### src/rtl/mem_arbiter.sv
// Shares one single-port fixed-latency memory between instruction fetch and data access.
// Data wins arbitration unless fetch has waited MAX_WAIT cycles; each access runs grant -> issue -> respond.
module mem_arbiter #(
  parameter int unsigned ADDR_W   = 32,
  parameter int unsigned DATA_W   = 32,
  parameter int unsigned MEM_LAT  = 1,
  parameter int unsigned MAX_WAIT = 4
) (
  input  logic              clk,
  input  logic              rstN,
  input  logic              ifReq,
  input  logic [ADDR_W-1:0] ifAddr,
  output logic              ifGnt,
  output logic              ifValid,
  output logic [DATA_W-1:0] ifData,
  input  logic              dmReq,
  input  logic              dmWe,
  input  logic [ADDR_W-1:0] dmAddr,
  input  logic [DATA_W-1:0] dmWData,
  output logic              dmGnt,
  output logic              dmValid,
  output logic [DATA_W-1:0] dmRData,
  output logic              memEn,
  output logic              memWe,
  output logic [ADDR_W-1:0] memAddr,
  output logic [DATA_W-1:0] memDIn,
  input  logic [DATA_W-1:0] memDOut
);

  localparam int unsigned CNT_W = $clog2(MEM_LAT + 1);
  localparam int unsigned STV_W = $clog2(MAX_WAIT + 1);

  typedef enum logic [1:0] {
    IDLE = 2'd0,
    BUSY = 2'd1,
    RESP = 2'd2
  } state_t;

  state_t              state_q;
  state_t              state_d;
  logic                gnt_if;
  logic                gnt_dm;
  logic                grant;
  logic [CNT_W-1:0]    cnt_q;
  logic [STV_W-1:0]    starve_q;
  logic                starved;
  logic                first_beat;
  logic                last_beat;
  logic [ADDR_W-1:0]   addr_q;
  logic [DATA_W-1:0]   wdata_q;
  logic                we_q;
  logic                owner_if_q;

  assign starved    = (starve_q >= STV_W'(MAX_WAIT));
  assign first_beat = (cnt_q == CNT_W'(MEM_LAT));
  assign last_beat  = (cnt_q == CNT_W'(1));
  assign grant      = gnt_if | gnt_dm;

  // State register
  always_ff @(posedge clk or negedge rstN) begin
    if (!rstN) begin
      state_q <= IDLE;
    end else begin
      state_q <= state_d;
    end
  end

  // Next state and arbitration; grants exist only in IDLE
  always_comb begin
    state_d = state_q;
    gnt_if  = 1'b0;
    gnt_dm  = 1'b0;
    case (state_q)
      IDLE: begin
        if (ifReq && starved) begin
          gnt_if  = 1'b1;
          state_d = BUSY;
        end else if (dmReq) begin
          gnt_dm  = 1'b1;
          state_d = BUSY;
        end else if (ifReq) begin
          gnt_if  = 1'b1;
          state_d = BUSY;
        end
      end
      BUSY: begin
        if (last_beat) begin
          state_d = RESP;
        end
      end
      RESP: begin
        state_d = IDLE;
      end
      default: begin
        state_d = IDLE;
      end
    endcase
  end

  // Latch the winning request at grant
  always_ff @(posedge clk or negedge rstN) begin
    if (!rstN) begin
      addr_q     <= '0;
      wdata_q    <= '0;
      we_q       <= 1'b0;
      owner_if_q <= 1'b0;
    end else if (grant) begin
      owner_if_q <= gnt_if;
      addr_q     <= gnt_if ? ifAddr : dmAddr;
      we_q       <= gnt_dm & dmWe;
      wdata_q    <= gnt_dm ? dmWData : '0;
    end
  end

  // Memory latency down-counter, loaded at grant
  always_ff @(posedge clk or negedge rstN) begin
    if (!rstN) begin
      cnt_q <= '0;
    end else if (grant) begin
      cnt_q <= CNT_W'(MEM_LAT);
    end else if (state_q == BUSY && cnt_q != '0) begin
      cnt_q <= cnt_q - CNT_W'(1);
    end
  end

  // Fetch starvation counter, saturating at MAX_WAIT
  always_ff @(posedge clk or negedge rstN) begin
    if (!rstN) begin
      starve_q <= '0;
    end else if (gnt_if) begin
      starve_q <= '0;
    end else if (ifReq && !starved) begin
      starve_q <= starve_q + STV_W'(1);
    end
  end

  // Capture read data on the last issue cycle; writes report zero
  always_ff @(posedge clk or negedge rstN) begin
    if (!rstN) begin
      ifData  <= '0;
      dmRData <= '0;
    end else if (state_q == BUSY && last_beat) begin
      if (owner_if_q) begin
        ifData <= we_q ? '0 : memDOut;
      end else begin
        dmRData <= we_q ? '0 : memDOut;
      end
    end
  end

  assign ifGnt   = gnt_if;
  assign dmGnt   = gnt_dm;
  assign memEn   = (state_q == BUSY);
  assign memWe   = memEn & first_beat & we_q;
  assign memAddr = memEn ? addr_q : '0;
  assign memDIn  = memEn ? wdata_q : '0;
  assign ifValid = (state_q == RESP) &  owner_if_q;
  assign dmValid = (state_q == RESP) & ~owner_if_q;

endmodule

### config.mk
export PLATFORM = sky130hd
export DESIGN_NAME = mem_arbiter
export DESIGN_NICKNAME = d
export VERILOG_FILES = /design/src/rtl/mem_arbiter.sv
export SDC_FILE = /design/constraint.sdc
export NUM_CORES = 1
export LEC_CHECK = 0
export BUFFER_PORTS_ARGS = -buffer_cell sky130_fd_sc_hd__buf_2
export CORE_AREA = 2 2 99 149
export DETAILED_ROUTE_END_ITERATION = 6
export DIE_AREA = 0 0 101 151
export PLACE_DENSITY_LB_ADDON = 0.12
export SLEW_MARGIN = 20
export SYNTH_ARGS = -nofsm -noshare
export SYNTH_HDL_FRONTEND = slang
export SYNTH_SLANG_ARGS = --single-unit
### constraint.sdc
create_clock -name clk -period 4.7 [get_ports clk]
set_input_delay 0.47 -clock clk [delete_from_list [all_inputs] [get_ports clk]]
set_output_delay 0.47 -clock clk [all_outputs]
set_load 0.02 [all_outputs]
* Word level (Yosys, flattened, before mapping) *
Index checks and enable logic that the tools add are counted.

operators by class
  $add $sub $neg = 2
  $mul = 0
  divide/modulo/power cells = 0
  magnitude comparators = 1
  equality and inequality tests = 4
  shifts and indexed selects = 0
  muxes and demuxes = 21
  bitwise operators = 7
  reduce and logical (&&, ||, !) cells = 10

operator list
  operator                                                   count
  2-to-1 mux 32 bit                                          5
  2-to-1 mux 1 bit                                           9
  2-to-1 mux 2 bit                                           4
  2-to-1 mux 3 bit                                           2
  AND reduction 2 bit                                        3
  AND 1 bit                                                  5
  != test 4 bit (second input constant)                      1
  one-hot mux 2 bit (2 select lines)                         1
  nonzero test 2 bit                                         2
  adder 3 x 1 -> 3 bit (second input constant)               1
  greater-or-equal comparator 3 bit (second input constant)  1
  logical AND 1 bit                                          3
  equality test 2 x 1 -> 1 bit (second input constant)       1
  equality test 2 bit (second input constant)                1
  logical NOT 2 bit                                          1
  != test 2 x 1 -> 1 bit (second input constant)             1
  logical NOT 1 bit                                          1
  inverter 1 bit                                             1
  OR 1 bit                                                   1
  subtractor 1 bit (second input constant)                   1

word-level totals
  register bits after elaboration = 136
  latch bits = 0
  bits in writable memories = 0
  ROM bits = 0
  input bits = 133
  output and inout bits = 134
  word-level logic and storage cells = 54
  memories kept = 0

* Logic depth before layout (Yosys ltp) *
Gate-level depths: netlist (run 1).

  depth after elaboration = 6
  gate-level depth with buffers = 6
  mapped depth without buffers = 4

* Worst setup path before layout (run 1) *
Ideal clock, no wire load.

  kind = register -> output
  start = register state_q[1]
  end = output memAddr[10]
  data arrival time = 1374 ps
  slack = 2856 ps
  stages on the path, launching flop included = 6
  path buffers = 2
  cells stage by stage = dfrtp_1 > nand2b_1 > inv_2 > clkbuf_1 > clkbuf_1 > and2_1

between the ends
  longest elaborated chain between the ends = 2

RTL lines
  element                       line  source
  from (decl)                   39    state_t state_q;
  from (signal assigned)        64    state_q <= state_d;
  equality test 2 x 1 -> 1 bit  153   assign memEn = (state_q == BUSY);
  2-to-1 mux 32 bit             155   assign memAddr = memEn ? addr_q : '0;
  to (decl)                     25    output logic [ADDR_W-1:0] memAddr,

No other way between the ends.

* Worst setup path after layout (run 1) *
  start = register starve_q[2]
  end = output ifGnt

between the ends
  longest elaborated chain between the ends = 4

RTL lines
  element                            line  source
  from (decl)                        45    logic [STV_W-1:0] starve_q;
  from (signal assigned)             133   starve_q <= starve_q + STV_W'(1);
  greater-or-equal comparator 3 bit  54    assign starved = (starve_q >= STV_W'(MAX_WAIT));
  logical AND 1 bit                  75    if (ifReq && starved) begin
  2-to-1 mux 1 bit                   75
  2-to-1 mux 1 bit                   73    case (state_q)
  to (decl)                          13    output logic ifGnt,

No other way between the ends.

==> results of run 1 <==
[power by group]
part	switching, uW	total, uW	internal [uW]	leakage (uW)
Clock	524	1410	890	0.000304
Combinational	1650	2700	1040	0.00223
Sequential	315	2020	1700	0.00171
Total	2490	6130	3640	0.00424
[synth_stat cells]
library cell    n  area [um^2]
mux2_2          1        11.26
a22o_1         34        297.8
nor2_1          2        7.510
buf_6           5        56.30
buf_4           3        22.52
and4_1         32        280.3
nand4bb_1       1        11.26
ha_1            1        12.51
and2_1         65        406.6
nor2_4          1        11.26
nor3b_1         3        22.52
o21a_1         32        240.2
nor3_1          1        5.000
nand2b_1       34        212.7
a21oi_1         1        5.000
buf_1           2        7.510
clkbuf_1       33        123.9
o21ai_2         1        8.760
nor2_2          1        6.260
o21ai_1        14        70.07
or2_1           1        6.260
dfrtp_1       136         3403
o21ai_0        53        265.3
and3_1          2        12.51
inv_1           1        3.750
a311o_1        32        320.3
nand4b_1        1        8.760
buf_2          11        55.05
inv_2           2        7.510
nand2_1        68        255.2
nand3_1         1        5.000
[sequential cells by signal, summed over array words and instances, names as in the netlist]
| name | cells |
|---|---|
| addr_q | 32 |
| cnt_q | 1 |
| dmRData | 32 |
| ifData | 32 |
| owner_if_q | 1 |
| starve_q | 3 |
| state_q | 2 |
| wdata_q | 32 |
| we_q | 1 |
[cell usage in the layout (no fill, tap or decap), types with 5 or more instances in the layout]
| cell type | instances |
|---|---|
| a22o_1 | 34 |
| a311o_1 | 32 |
| and2_1 | 65 |
| and4_1 | 32 |
| buf_2 | 265 |
| buf_4 | 9 |
| clkbuf_16 | 17 |
| clkinv_4 | 5 |
| dfrtp_1 | 136 |
| nand2_1 | 68 |
| nand2b_1 | 34 |
| o21a_1 | 32 |
| o21ai_0 | 53 |
| o21ai_1 | 14 |
[worst reg2reg max path: stages, from the launching register on]
cell and delay (ns):
dfrtp_1 0.39, nand2b_1 0.80, nand3_1 0.50, buf_4 0.38, a311o_1 0.35
[layout make-up]
class                           instances  area share
Multi-Input combinational cell        382      0.3059
Timing Repair Buffer                  275      0.1726
Clock inverter                         14     0.02444
Inverter                                3    0.001383
Clock buffer                           17     0.05226
Sequential cell                       136      0.4181
Tap cell                              165     0.02536
[metal layers]
metal	global-route usage	routed length, um	vias to the layer above
li1	-	-	2533
met1	0.2669	6756	2527
met2	0.3637	8615	228
met3	0.04845	1078	30
met4	0.09865	377	0
met5	0	0	-
[metrics by stage]
step / util / setup slack (ns) / power (uW) / cells / hold WS, ns
6_report: 0.5845 / 1.502 / 6130 / 992 / 0.1592
3_5_place_dp: 0.5397 / 1.826 / 4764 / 961 / 0.4655
4_1_cts: 0.5845 / 1.509 / 6200 / 992 / 0.2022
2_1_floorplan: - / 2.856 / 3936 / 575 / 0.1744
5_1_grt: 0.5845 / 1.324 / 6541 / 992 / 0.2151
3_3_place_gp: 0.5397 / 1.884 / 4689 / 961 / 0.4566
[worst paths after layout]
| check | start | end | slack (ns) |
|---|---|---|---|
| min in group clk | dmWData[4] | wdata_q[4]$_DFFE_PN0P_ | 0.28 |
| max in group asynchronous | rstN | addr_q[25]$_DFFE_PN0P_ | 3.49 |
| hold / removal | rstN | ifData[13]$_DFFE_PN0P_ | 0.16 |
| setup / recovery | starve_q[2]$_DFFE_PN0P_ | ifGnt | 1.50 |
| setup reg to reg | starve_q[2]$_DFFE_PN0P_ | addr_q[30]$_DFFE_PN0P_ | 2.16 |
| hold reg to reg | dmRData[6]$_DFFE_PN0P_ | dmRData[6]$_DFFE_PN0P_ | 0.47 |
[logic make-up after synthesis]
kind of cell | count (synthesis)
adders and majority gates | 1
muxes | 1
AOI/OAI and AO/OA | 167
DFF | 136
and+or+nand+nor | 213
buffers and inverters | 57
==> flow_summary_export.csv, run 1 <==
group,metric,value,unit
global_routing,grt_pass1_wl,26.03,mm
cts,numCtsBuffers,17,
routing,wl_per_cell,16.96,um
final_layout,fillCellCount,1261,
pwr,p_leak,0.004237,uW
final_layout,ff_latch_area,3403,um^2
global_routing,overflow,0,
final_layout,num_antenna_cells,0,
global_routing,grt_pass1_vias,5309,
worst_setup_path,reg2reg_depth,4,
floorplanning,die_area,15250,um^2
yosys,syn_inst,575,
cts,root_buffer,"clkbuf_16",
cts,ctsHoldBuffers,0,
routing,ant_nets,0,
worst_setup_path,required,4.23,ns
routing,via_per_inst,5.361,
cts,cts-htree-levels,4,
yosys,synth_fp_nets,709,
pwr,p_per_area,753.0,nW/um^2
routing,drtPass1Iterations,4,
worst_setup_path,crit_type,"reg -> out",
pwr,peakVddDrop,0.3680,mV
worst_setup_path,path_buf_inv,3,
timing,min_period,3.198,ns
yosys,synthSimpleGateAreaFrac,0.2030,
cts,clock_latency,0.42,ns
min_path,min_path_type,"in -> async",
final_layout,area_growth,32.10,%
final_layout,layout-drive-gt1-share,0.3797,
yosys,synth.lib_cells_used.distinct,31,
routing,drc,0,
routing,routed_wl,16.83,mm
global_routing,grt_use_total,0.2173,
worst_setup_path,worst_setup_path_end_kind,"output port",
cts,cts_tree,"yes",
outcome,outcome,"finished, final reports clean",
yosys,synth_compound_area_frac,0.1959,
floorplanning,core_area,13930,um^2
timing,fin_tns_setup,0,ns
yosys,ys_warn_count,0,
yosys,synth-xor-area-share,0,
timing,fin_crit_sh,0.6805,
floorplanning,row_count,53,
final_layout,stdcell_area,8140,um^2
cts,cts_max_path_buffers,2,
yosys,netlist_area,6162,um^2
cts,cts_setup_buffers,0,
worst_setup_path,worst-path-max-fanout,33,
timing,drv_slew,0,
final_layout,multiInputGateArea,2490,um^2
final_layout,nNetsFinal,949,
timing,finalHoldViolCount,0,
cts,ctsResizeCount,0,
timing,max-slew-margin-rel,0.3239,
worst_setup_path,critical-path-slowest-cell,"nand2b_1",
cts,clk_pin_slew,0.06,ns
timing,rsz0062_at_grt,"no",
worst_setup_path,max_stage_delay,0.80,ns
yosys,synth_top_family_by_area,"simple AND/OR/NAND/NOR gates",
timing,setup_viol,0,
timing,max_freq,312.7,MHz
worst_setup_path,critical_path.top_delay_family,"simple AND/OR/NAND/NOR gates",
floorplanning,start_util,0.4425,
global_routing,grt_max_degree,106,
timing,tightest_slew,1.014,ns
placed_design,dpl-instance-area,7516,um^2
placed_design,port_buffers,266,
worst_setup_path,worst_ep_arrival_time,2.73,ns
yosys,synth_seq_cells,136,
placed_design,gp_congestion,0.7734,
worst_setup_path,crit_chain,"nand2b_1, nand3_1, buf_4, inv_2, buf_2",
routing,vias,5318,
flow_run,cap_viol_max_count,0,
floorplanning,fp.dieH,151,um
floorplanning,die_x,101,um
global_routing,antenna_found_initial,0,
yosys,synth_mux_area_frac,0.001827,
cts,clock-sinks,136,
yosys,synth_fa_ha_area_frac,0.002030,
worst_setup_path,critPathLaunchType,"flip-flop",
worst_setup_path,worst-path-stages,5,
routing,drt_iter0_drc,200,
yosys,ys_seq_area_frac,0.5523,
yosys,syn_avg_cell_area,10.72,um^2
placed_design,detailed_place_hpwl,11.46,mm
floorplanning,io-pin-count,267,
timing,fin_skew,0.01184,ns
Note: power is estimated with default switching activity, not from simulation.
==> inputs of run 2 (changes only) <==
ABC_AREA = 1   (was unset)
CORE_AREA = 2 2 103 154   (was 2 2 99 149)
DIE_AREA = 0 0 105 156   (was 0 0 101 151)
clock period = 3.22 ns   (was 4.7 ns; I/O delays follow)
==> flow_summary_export.csv, run 2 <==
group,metric,value,unit
yosys,synth_top_family_by_area,"simple AND/OR/NAND/NOR gates",
timing,max-slew-margin-rel,0.2896,
placed_design,gp_congestion,0.8328,
placed_design,numPlacedInstances,1329,
floorplanning,io-pin-count,267,
worst_setup_path,critPathLaunchType,"flip-flop",
pwr,power_frac_comb,0.473,
worst_setup_path,worst-path-max-fanout,37,
routing,ant_nets,0,
pwr,peakVddDrop,0.4449,mV
timing,fin_skew,0.01214,ns
global_routing,grt_use_total,0.2331,
worst_setup_path,crit_type,"reg -> out",
yosys,synth_compound_area_frac,0.07687,
flow_run,cap_viol_max_count,0,
worst_setup_path,required,2.90,ns
worst_setup_path,worst_setup_path_end_kind,"output port",
pwr,p_seq_frac,0.321,
yosys,synth.top_cell.area_share,0.5112,
final_layout,nNetsFinal,1284,
yosys,ys_warn_count,0,
yosys,synth_top_area_cell,"dfrtp_1",
cts,cts_max_path_buffers,2,
routing,vias,6359,
cts,clk_pin_slew,0.06,ns
pwr,p_per_area,1043,nW/um^2
cts,ctsHoldBuffers,1,
final_layout,layout-drive-gt1-share,0.2716,
yosys,synth_seq_cells,136,
final_layout,num_antenna_cells,0,
cts,cts_tree,"yes",
global_routing,grt_pass1_wl,30.50,mm
global_routing,antenna_found_initial,0,
timing,tightest_slew,1.063,ns
cts,cts-htree-levels,4,
final_layout,fin_cells,1359,
cts,clock-sinks,136,
yosys,synth_fp_nets,1041,
yosys,netlist_area,6658,um^2
cts,cts_setup_buffers,0,
floorplanning,die_x,105,um
timing,fin_tns_setup,0,ns
pwr,fin_total_pwr,8994,uW
placed_design,port_buffers,266,
cts,ctsResizeCount,0,
yosys,synthTopCellsByArea,"dfrtp_1 (51%), nand2_1 (15%), inv_1 (9.6%), nor2_1 (5.5%), nand3_1 (5.1%)",
final_layout,layout_common_cells,"nand2_1 (269), buf_2 (265), inv_1 (169)",
yosys,ys_top_cells_by_count,"nand2_1 (269), inv_1 (170), dfrtp_1 (136), nor2_1 (97), nand3_1 (68)",
pwr,p_leak,0.005238,uW
yosys,ys_seq_area_frac,0.5112,
routing,drc,0,
final_layout,area_growth,29.56,%
floorplanning,die_area,16380,um^2
timing,rsz0062_at_grt,"no",
min_path,min_path_type,"in -> reg",
routing,wl_per_cell,13.84,um
yosys,ys_async_sr_fraction,1.000,
yosys,synth.most_common_cell,"nand2_1",
global_routing,overflow,0,
yosys,synth_fa_ha_area_frac,0.001879,
cts,clock_latency,0.41,ns
worst_setup_path,worst_ep_arrival_time,2.07,ns
global_routing,grt_pass1_vias,6375,
routing,drtPass1Iterations,5,
final_layout,fillCellCount,1518,
timing,finalHoldViolCount,0,
routing,drt_iter0_drc,274,
yosys,synth-edff-count,0,
placed_design,detailed_place_hpwl,12.93,mm
timing,drv_slew,0,
routing,via_per_inst,4.679,
yosys,synth_mux_area_frac,0,
timing,max_freq,417.4,MHz
cts,numCtsBuffers,17,
timing,min_period,2.396,ns
floorplanning,start_util,0.4438,
cts,root_buffer,"clkbuf_16",
pwr,swShare,0.4573,
timing,setup_viol,0,
final_layout,final_common_cell,"nand2_1",
global_routing,grt_max_degree,77,
pwr,p_int,4881,uW
pwr,p_sw,4112,uW
floorplanning,core_area,15000,um^2
yosys,synth-xor-area-share,0,
outcome,outcome,"finished, final reports clean",
pwr,p_clk_frac,0.206,
yosys,syn_inst,907,
floorplanning,fp.dieH,156,um
yosys,synth.lib_cells_used.distinct,21,
yosys,syn_avg_cell_area,7.340,um^2
timing,fin_crit_sh,0.7441,
yosys,synth_flop_cell,"dfrtp_1",
yosys,synthSimpleGateAreaFrac,0.2686,
routing,routed_wl,18.81,mm
floorplanning,row_count,55,
==> run 2: area by class of cell <==
| type | instances | area (um^2) | share of cell area |
|---|---|---|---|
| repair buffers | 278 | 1455 | 0.1687 |
| multi-input cells | 544 | 2312 | 0.2681 |
| inverters | 173 | 649.4 | 0.07528 |
| flip-flops and latches | 136 | 3403 | 0.3945 |
| well taps | 199 | 249.0 | 0.02887 |
| clock buffers | 17 | 425.4 | 0.04932 |
| clock inverters | 12 | 131.4 | 0.01523 |
==> run 2: power by group through the flow <==
stage	combinational [uW]	clock, uW	sequential (uW)
2_1_floorplan	2580	0	3260
3_3_place_gp	4250	0	2900
3_5_place_dp	4310	0	2910
4_1_cts	4330	1890	2890
5_1_grt	4750	1970	2980
6_report	4250	1850	2890
==> run 2: routing by layer <==
metal	global-route usage	wire length, um	part of all wire	vias to the layer above
met5	0	0	0	-
met4	0.07556	303	0.016	0
met3	0.04762	1219	0.065	24
met2	0.4196	9799	0.52	241
met1	0.2771	7490	0.40	2918
li1	-	-	-	3176
==> run 2: cells by family after synthesis <==
family | Yosys count
AOI/OAI and AO/OA | 100
adders and majority gates | 1
buffers and inverters | 227
DFF | 136
and+or+nand+nor | 443
==> run 2: final timing paths <==
kind	cells past startpoint	end	slack, ns	startpoint
min in group asynchronous	2	ifData[10]$_DFFE_PN0P_	0.53	rstN
setup / recovery	6	memWe	0.82	state_q[0]$_DFFE_PN0P_
hold reg to reg	2	dmRData[16]$_DFFE_PN0P_	0.47	dmRData[16]$_DFFE_PN0P_
hold / removal	3	wdata_q[25]$_DFFE_PN0P_	0.12	dmWData[25]
setup reg to reg	6	owner_if_q$_DFFE_PN0P_	1.03	state_q[0]$_DFFE_PN0P_
max in group asynchronous	3	wdata_q[23]$_DFFE_PN0P_	1.82	rstN
==> run 2: per-stage QoR <==
step | util | worst slack, ns | instance area, um^2 | hold WS, ns
finish | 0.5750 | 0.8240 | 8626 | 0.1217
global route | 0.5750 | 0.6967 | 8626 | 0.1206
global placement | 0.5372 | 1.047 | 8059 | 0.4021
floorplan | - | 1.424 | 6658 | 0.02641
detailed placement | 0.5372 | 1.030 | 8059 | 0.4057
CTS | 0.5750 | 0.7955 | 8626 | 0.1081
==> run 2: worst max-delay path, stage by stage (launching register included) <==
cell     delay, ns
dfrtp_1       0.43
inv_1         0.07
nor2_2        0.19
nand2_4       0.27
buf_4         0.35
nor2_1        0.15
buf_2         0.19
